--- src/rtl/mlp_sample_sequencer.sv ---
// rtl/mlp_sample_sequencer.sv - feature acquisition and result capture sequencer for a combinational MLP classifier
//
// Steps the analog mux through N_FEAT features. For each feature it pulses the ADC,
// waits for the conversion and stores the code in a packed feature vector. It then
// lets the classifier settle for SETTLE_CYC cycles and latches its class index.
// The result is offered on a valid/ready handshake.
//
// Ports:
//   clk        - clock, rising edge
//   rst        - synchronous active-high reset
//   start      - request one inference (honoured only when idle)
//   busy       - high whenever not idle
//   adc_sel    - analog mux select = current feature index
//   adc_conv   - one-cycle ADC convert pulse
//   adc_done   - ADC conversion complete, adc_data valid same cycle
//   adc_data   - unsigned ADC code
//   mlp_inp    - registered packed feature vector, feature k at [FEAT_W*k +: FEAT_W]
//   mlp_out    - classifier argmax index
//   res_valid  - result available (held until accepted)
//   res_ready  - consumer accepts result
//   res_class  - captured class index
//   err        - ADC timeout occurred during the current result
//
// Build option: define MLP_SEQ_TIMEOUT_EN to add a per-feature ADC timeout of ADC_TO
// cycles. Without it, WAIT waits forever and err is constant 0.

module mlp_sample_sequencer #(
    parameter int N_FEAT     = 21,
    parameter int FEAT_W     = 4,
    parameter int SETTLE_CYC = 2,
    parameter int ADC_TO     = 16
) (
    input  logic                     clk,
    input  logic                     rst,
    input  logic                     start,
    output logic                     busy,
    output logic [4:0]               adc_sel,
    output logic                     adc_conv,
    input  logic                     adc_done,
    input  logic [FEAT_W-1:0]        adc_data,
    output logic [N_FEAT*FEAT_W-1:0] mlp_inp,
    input  logic [1:0]               mlp_out,
    output logic                     res_valid,
    input  logic                     res_ready,
    output logic [1:0]               res_class,
    output logic                     err
);

    typedef enum logic [2:0] {
        ST_IDLE,
        ST_CONV,
        ST_WAIT,
        ST_SETTLE,
        ST_DONE
    } state_t;

    state_t                    r_state;
    logic [4:0]                r_idx;
    logic [3:0]                r_settle;
    logic [N_FEAT*FEAT_W-1:0]  r_inp;
    logic [1:0]                r_class;
    logic                      r_busy;
    logic                      r_conv;
    logic                      r_valid;

    logic                      w_last;
    logic                      w_timeout;
    logic                      w_write;
    int                        w_base;

    assign w_last  = (r_idx == 5'(N_FEAT - 1));
    // A timeout is treated exactly like a conversion that returned code 0.
    assign w_write = (r_state == ST_WAIT) && (adc_done || w_timeout);

    always_comb begin
        w_base = int'(r_idx) * FEAT_W;
    end

`ifdef MLP_SEQ_TIMEOUT_EN
    localparam int TO_W = $clog2(ADC_TO + 1);

    logic [TO_W-1:0] r_to_cnt;
    logic            r_err;

    // r_to_cnt counts WAIT cycles without adc_done; the ADC_TO-th such cycle times out.
    assign w_timeout = (r_state == ST_WAIT) && !adc_done && (r_to_cnt == TO_W'(ADC_TO - 1));
    assign err       = r_err;
`else
    assign w_timeout = 1'b0;
    assign err       = 1'b0;

    // Out-of-range parameter values are unsupported; this block marks such a build
    // in the elaborated hierarchy.
    if (ADC_TO < 1 || SETTLE_CYC < 1 || SETTLE_CYC > 15) begin : g_illegal_params
    end
`endif

    always_ff @(posedge clk) begin
        if (rst) begin
            r_state  <= ST_IDLE;
            r_idx    <= '0;
            r_settle <= '0;
            r_inp    <= '0;
            r_class  <= '0;
            r_busy   <= 1'b0;
            r_conv   <= 1'b0;
            r_valid  <= 1'b0;
`ifdef MLP_SEQ_TIMEOUT_EN
            r_to_cnt <= '0;
            r_err    <= 1'b0;
`endif
        end else begin
            r_conv <= 1'b0;
            case (r_state)
                ST_IDLE: begin
                    if (start) begin
                        r_idx   <= '0;
                        r_state <= ST_CONV;
                        r_busy  <= 1'b1;
                        r_conv  <= 1'b1;
`ifdef MLP_SEQ_TIMEOUT_EN
                        r_err   <= 1'b0;
`endif
                    end
                end
                ST_CONV: begin
                    r_state <= ST_WAIT;
`ifdef MLP_SEQ_TIMEOUT_EN
                    r_to_cnt <= '0;
`endif
                end
                ST_WAIT: begin
                    if (w_write) begin
                        r_inp[w_base +: FEAT_W] <= adc_done ? adc_data : '0;
`ifdef MLP_SEQ_TIMEOUT_EN
                        if (w_timeout) begin
                            r_err <= 1'b1;
                        end
`endif
                        if (w_last) begin
                            r_state  <= ST_SETTLE;
                            // Down-counter reaches 0 on the final settle cycle.
                            r_settle <= 4'(SETTLE_CYC - 1);
                        end else begin
                            r_idx   <= r_idx + 5'd1;
                            r_state <= ST_CONV;
                            r_conv  <= 1'b1;
                        end
                    end
`ifdef MLP_SEQ_TIMEOUT_EN
                    else begin
                        r_to_cnt <= r_to_cnt + 1'b1;
                    end
`endif
                end
                ST_SETTLE: begin
                    if (r_settle == 4'd0) begin
                        r_class <= mlp_out;
                        r_state <= ST_DONE;
                        r_valid <= 1'b1;
                    end else begin
                        r_settle <= r_settle - 4'd1;
                    end
                end
                ST_DONE: begin
                    if (res_ready) begin
                        r_state <= ST_IDLE;
                        r_valid <= 1'b0;
                        r_busy  <= 1'b0;
                    end
                end
                default: begin
                    r_state <= ST_IDLE;
                    r_busy  <= 1'b0;
                    r_valid <= 1'b0;
                end
            endcase
        end
    end

    assign busy      = r_busy;
    assign adc_sel   = r_idx;
    assign adc_conv  = r_conv;
    assign mlp_inp   = r_inp;
    assign res_valid = r_valid;
    assign res_class = r_class;

endmodule
--- config.mk ---
export PLATFORM = sky130hd
export DESIGN_NAME = mlp_sample_sequencer
export DESIGN_NICKNAME = d
export VERILOG_FILES = /design/src/rtl/mlp_sample_sequencer.sv
export SDC_FILE = /design/constraint.sdc
export NUM_CORES = 1
export LEC_CHECK = 0
export ABC_AREA = 1
export BUFFER_PORTS_ARGS = -buffer_cell sky130_fd_sc_hd__buf_2
export CAP_MARGIN = 20
export CORE_ASPECT_RATIO = 1.1
export CORE_MARGIN = 4
export CORE_UTILIZATION = 59
export DETAILED_ROUTE_END_ITERATION = 10
export GPL_ROUTABILITY_DRIVEN = 0
export PLACE_DENSITY_LB_ADDON = 0.1
export SYNTH_ARGS = -nofsm -noshare
export SYNTH_HDL_FRONTEND = slang
export SYNTH_SLANG_ARGS = --single-unit
--- constraint.sdc ---
create_clock -name clk -period 3.8 [get_ports clk]
set_input_delay 0.19 -clock clk [delete_from_list [all_inputs] [get_ports clk]]
set_output_delay 0.19 -clock clk [all_outputs]
set_load 0.1 [all_outputs]
==> results.json, run 1 <==
{
  "layout_common_cells": "nor2_1 (225), nand2_1 (172), buf_2 (104), dfxtp_1 (101), inv_1 (64)",
  "finalWirelength_um": 13400,
  "cp.arrival_ns": 3.48,
  "post-route-drc-count": 0,
  "synthesis.area_mm2": 0.00503,
  "reg2reg_depth": 11,
  "hpwlAfterDp_um": 10100,
  "seq_area_frac_synth": 0.402,
  "final-hold-violation-count": 0,
  "grt_pass1_wl_um": 22300,
  "setup_viol": 0,
  "timing.final.crit_share": 0.834,
  "synthSimpleGateAreaFrac": 0.458,
  "grt-ovfl-total": 0,
  "worstSetupPathType": "flop to flop",
  "synthMuxAreaShare": 0,
  "syn2layout_area_growth_pct": 14.6,
  "synth_edf_count": 0,
  "worst-path-max-fanout": 21,
  "tightest_slew_ns": 0.888,
  "synthTopCellsByArea": "dfxtp_1 (40%), nor2_1 (17%), nand2_1 (13%), nand3_1 (5.1%), inv_1 (4.8%)",
  "avgRoutedWirePerCell_um": 13.7,
  "synth_top_family_by_area": "simple AND/OR/NAND/NOR gates",
  "hold_end": "res_class[1]",
  "worstHoldPathCells": 3,
  "synth_compound_area_frac": 0.0425,
  "cts_resized": 0,
  "rows": 35,
  "grt_max_degree": 58,
  "cts_tree": "built",
  "antenna_cells": 0,
  "p_per_area_mw_per_mm2": 344,
  "vdd_drop_max_mv": 0.301,
  "fin_crit_ns": 3.17,
  "dr.pass1.iters": 6,
  "finalSetupTns_ns": 0,
  "ys_ff_latch": 101,
  "clock_sink_count": 101,
  "worst_clock_skew_ns": 0.0153,
  "postSynthCellCount": 771,
  "synth_xor_xnor_area_share": 0.00523,
  "reg2reg_slack_ns": 0.63,
  "leakagePower_nw": 2.92,
  "reg2reg_to": "mlp_inp[45]",
  "crit_top_cell": "nor2_1",
  "clk_pin_slew_worst_paths_ns": 0.10,
  "crit_required_ns": 4.11,
  "yosysUniqueCellTypes": 31,
  "htreeDepth": 3,
  "ios": 106,
  "final_layout_size_suffix_gt1_frac": 0.199,
  "p_total_w": 0.00198,
  "antenna_found_initial": 0,
  "cts_hold_buf": 0,
  "cp-end-kind": "flop",
  "ys.flop_type": "dfxtp_1",
  "path_cells": "inv_2, ha_1, nand2_1, nor2_1, ha_1, nand2_2, nor2_4, inv_2, nor2_1, nor2_1, nor2_1",
  "holdCritStartpoint": "mlp_out[1]",
  "cts_buffer_depth": 2,
  "insertion_delay_ns": 0.37,
  "final_nets": 881,
  "grt_pass1_vias": 4759,
  "rsz0062_at_grt": "no",
  "relSlewSlack": 0.407,
  "hp-class": "primary input to flop",
  "synth_top_cell_area_share": 0.402,
  "port_buffers": 104,
  "synth_nets": 787,
  "die_y_um": 105,
  "timing.fmax_mhz": 316,
  "die_area_mm2": 0.0101,
  "viasPerCell": 5.34,
  "layout_commonest_cell": "nor2_1",
  "drt_iter0_drc": 394,
  "detail-route-antenna-nets": 0,
  "cpMaxStageDelayCell": "dfxtp_1",
  "core_area_mm2": 0.00836,
  "r2r_start": "adc_sel[0]",
  "async_reset_ff_frac": 0,
  "slew_violations": 0,
  "track_usage": 0.276,
  "num_vias": 5236,
  "synthAdderAreaFrac": 0.0124,
  "postCtsSetupBuffers": 0,
  "crit_path_max_incr_delay_ns": 0.81,
  "initial_utilization": 0.601,
  "yosys_warnings": 0,
  "clock-root-buffer": "clkbuf_8",
  "cts_buffers": 9,
  "yosysTopAreaCell": "dfxtp_1",
  "outcome": "completed",
  "avgSynthCellArea_um2": 6.52,
  "maxCapViolations": 0,
  "start_kind": "flop",
  "die_w_um": 96.0
}
-- sequential cells by signal, indices dropped and copies added (netlist names) --
register,count
mlp_inp,84
adc_sel,5
r_settle,4
r_state,3
res_class,2
adc_conv,1
busy,1
res_valid,1
-- through the flow --
stage               worst slack [ns]  instances   util  hold slack, ns  area, µm²
global route                   0.396        981  0.689          0.0771       5760
CTS                            0.682        981  0.689          0.0381       5760
finish                         0.632        981  0.689          0.0529       5760
floorplan                      0.877        771      -           0.259       5030
detailed placement             0.693        965  0.667           0.426       5580
global placement               0.922        965  0.667           0.418       5580
-- kinds of logic (layout without fill, tap and decap cells) --
family / Yosys count / after routing
simple gates: 522 / 522
compound gates: 42 / 42
flops: 101 / 101
fa+ha+maj: 5 / 5
buf+inv: 97 / 196
xor+xnor: 3 / 3
other cells: 1 / 1
-- worst max-delay path, delay by kind of cell, from the launching register on --
| family | cells | cell delay, ns |
|---|---|---|
| and+or+nand+nor | 7 | 1.18 |
| buffers and inverters | 2 | 0.30 |
| adders and majority gates | 2 | 0.82 |
| DFF | 1 | 0.81 |
-- report_power, final --
part / switching [W] / internal (W) / leakage [nW] / total, W
Sequential: 0.0000135 / 0.00107 / 0.815 / 0.00109
Combinational: 0.000203 / 0.0000573 / 2.02 / 0.000260
Clock: 0.000388 / 0.000250 / 0.0894 / 0.000638
Total: 0.000604 / 0.00138 / 2.92 / 0.00198
-- Yosys cell counts (5+ instances only) --
cell type  number
a21oi_1        13
buf_1           6
buf_2           7
clkbuf_1        6
dfxtp_1       101
ha_1            5
inv_1          64
inv_2          10
nand2_1       172
nand2_2        11
nand3_1        51
nand3_2         6
nand4_1        19
nor2_1        225
nor2_2         11
nor2_4          9
nor3_1         11
o21ai_0        24
-- worst max path at each step --
stage               start          end  slack, ns  cells past startpoint
2_1_floorplan  adc_sel[0]  mlp_inp[72]       0.88                     15
3_3_place_gp   adc_sel[0]  mlp_inp[61]       0.92                     11
3_5_place_dp   adc_sel[0]  mlp_inp[48]       0.69                     12
4_1_cts        adc_sel[0]  mlp_inp[61]       0.68                     11
6_report       adc_sel[0]  mlp_inp[45]       0.63                     11
5_1_grt        adc_sel[0]  mlp_inp[61]       0.40                     11
-- metal layers --
layer,GRT usage,vias to the layer above,wire length [µm]
li1,-,2580,-
met1,0.343,2370,5520
met2,0.456,247,6490
met3,0.0569,39,1030
met4,0.113,0,385
met5,0,-,0
-- layout make-up --
| type | instances | area (µm²) |
|---|---|---|
| clock buffers | 10 | 128 |
| clock inverters | 6 | 53.8 |
| fillers | 762 | 2600 |
| inverters | 74 | 278 |
| multi-input cells | 573 | 2610 |
| flip-flops and latches | 101 | 2020 |
| well taps | 111 | 139 |
| repair buffers | 106 | 536 |
Note: power is estimated with default switching activity, not from simulation.
==> run 2, diff against run 1 <==
--- a/config.mk
+++ b/config.mk
@@ -10,7 +10,7 @@
 export CAP_MARGIN = 20
 export CORE_ASPECT_RATIO = 1.1
 export CORE_MARGIN = 4
-export CORE_UTILIZATION = 59
+export CORE_UTILIZATION = 55
 export DETAILED_ROUTE_END_ITERATION = 10
 export GPL_ROUTABILITY_DRIVEN = 0
 export PLACE_DENSITY_LB_ADDON = 0.1
==> constraint.sdc (replaced) <==
create_clock -name clk -period 3.05 [get_ports clk]
set_input_delay 0.1525 -clock clk [delete_from_list [all_inputs] [get_ports clk]]
set_output_delay 0.1525 -clock clk [all_outputs]
set_load 0.1 [all_outputs]
==> run 2 against run 1 <==
  * Worst setup slack got worse by 0.19 ns
  * Clock skew decreased by 0.0059 ns
  * Count of clock-buffer cells in the layout is the same
  * Worst hold slack lost 0.043 ns
  * Critical path depth unchanged
  * Register-to-register slack worse by 0.19 ns
  * Sequential power increased by 24%
  * Non-clock buffer count increased by 5
  * Critical path type unchanged
==> results.json, run 2 (same netlist as run 1, synthesis figures left out) <==
{
  "clock-root-buffer": "clkbuf_8",
  "core_area_mm2": 0.00887,
  "final_layout_size_suffix_gt1_frac": 0.202,
  "detail-route-antenna-nets": 0,
  "avgRoutedWirePerCell_um": 13.8,
  "cp.arrival_ns": 2.93,
  "postCtsSetupBuffers": 0,
  "leakagePower_nw": 2.95,
  "outcome": "completed",
  "die_w_um": 99.2,
  "hp-class": "primary input to flop",
  "htreeDepth": 3,
  "final-hold-violation-count": 0,
  "layout_commonest_cell": "nor2_1",
  "cp-startpoint": "adc_sel[1]",
  "ios": 106,
  "finalWirelength_um": 13700,
  "cts_hold_buf": 1,
  "cts_resized": 0,
  "vdd_drop_max_mv": 0.352,
  "pre_cts_ws_ns": 0.487,
  "cts_tree": "built",
  "rows": 36,
  "maxCapViolations": 0,
  "worstSetupPathType": "flop to flop",
  "placed_cell_area_mm2": 0.00562,
  "dr.pass1.iters": 5,
  "finalSetupTns_ns": 0,
  "crit_required_ns": 3.37,
  "crit_top_cell": "nand2_1",
  "clk_pin_slew_worst_paths_ns": 0.10,
  "num_vias": 5096,
  "clock_sink_count": 101,
  "start_kind": "flop",
  "instances_no_fill": 989,
  "holdCritStartpoint": "mlp_out[0]",
  "tightest_slew_ns": 0.653,
  "cts_buffer_depth": 2,
  "path_cells": "inv_1, ha_1, nand2_1, nor2_1, ha_1, nand3_2, nor2_4, nand3_1, nand2_1, nand2_1, nor2_1",
  "worst_clock_skew_ns": 0.00945,
  "timing.final.crit_share": 0.856,
  "p_per_area_mw_per_mm2": 439,
  "fin_crit_ns": 2.61,
  "crit_path_max_incr_delay_ns": 0.54,
  "cp-end-kind": "flop",
  "initial_utilization": 0.567,
  "setup_viol": 0,
  "grt-ovfl-total": 0,
  "fillers": 821,
  "grt_max_degree": 38,
  "hpwlAfterDp_um": 10500,
  "die_y_um": 108,
  "drt_iter0_drc": 347,
  "layout_common_cells": "nor2_1 (225), nand2_1 (172), buf_2 (104), dfxtp_1 (101), inv_1 (64)",
  "port_buffers": 104,
  "syn2layout_area_growth_pct": 15.8,
  "worst-path-max-fanout": 17,
  "whs_ns": 0.00976,
  "layout_setup_ws_ns": 0.438,
  "cts_buffers": 9,
  "slew_violations": 0,
  "cpMaxStageDelayCell": "ha_1",
  "antenna_cells": 0,
  "final_nets": 886,
  "place_inst": 972,
  "final_cell_area_mm2": 0.00582,
  "track_usage": 0.259,
  "grt_pass1_wl_um": 22300,
  "rsz0062_at_grt": "no",
  "antenna_found_initial": 0,
  "die_area_mm2": 0.0107,
  "grt_pass1_vias": 4831,
  "r2r_start": "adc_sel[1]",
  "insertion_delay_ns": 0.38,
  "timing.fmax_mhz": 383,
  "post-route-drc-count": 0,
  "relSlewSlack": 0.561,
  "viasPerCell": 5.15,
  "largest_reg_flops": 84
}
## run 2: final cells by class
type / count / area, µm² / share of cell area
Multi-Input combinational cell: 573 / 2610 / 0.448
Sequential cell: 101 / 2020 / 0.347
Timing Repair Buffer: 111 / 576 / 0.0988
Inverter: 74 / 278 / 0.0477
Tap cell: 114 / 143 / 0.0245
Clock buffer: 10 / 128 / 0.0219
Clock inverter: 6 / 71.3 / 0.0122
## run 2: where the power goes
| part | switching (W) | internal [W] | total, W |
|---|---|---|---|
| clock network | 0.000487 | 0.000387 | 0.000874 |
| registers | 0.0000116 | 0.00134 | 0.00135 |
| logic | 0.000259 | 0.0000751 | 0.000335 |
| total | 0.000758 | 0.00180 | 0.00256 |
## run 2: stage by stage
stage               power (W)  utilization
CTS                   0.00256        0.656
global placement      0.00170        0.633
global route          0.00266        0.656
detailed placement    0.00171        0.633
finish                0.00256        0.656
floorplan             0.00164            -
## run 2: routing by layer
layer  GRT usage  up-vias  routed length (µm)
met5           0        -                   0
met1       0.316     2279                5790
met3      0.0426       35                 950
met4       0.147        0                 430
li1            -     2595                   -
met2       0.434      187                6490
## run 2: path summary, 6_finish.rpt
path	depth (start not counted)	endpoint	slack, ns
min	3	res_class[0]	0.01
min reg2reg	2	busy	0.48
max	11	mlp_inp[15]	0.44
max reg2reg	11	mlp_inp[15]	0.44
## run 2: worst max-delay path, delay by kind of cell, from the launching register on
kind	cells	cell delay, ns
buffers and inverters	1	0.08
and+or+nand+nor	8	1.17
DFF	1	0.52
adders and majority gates	2	0.77
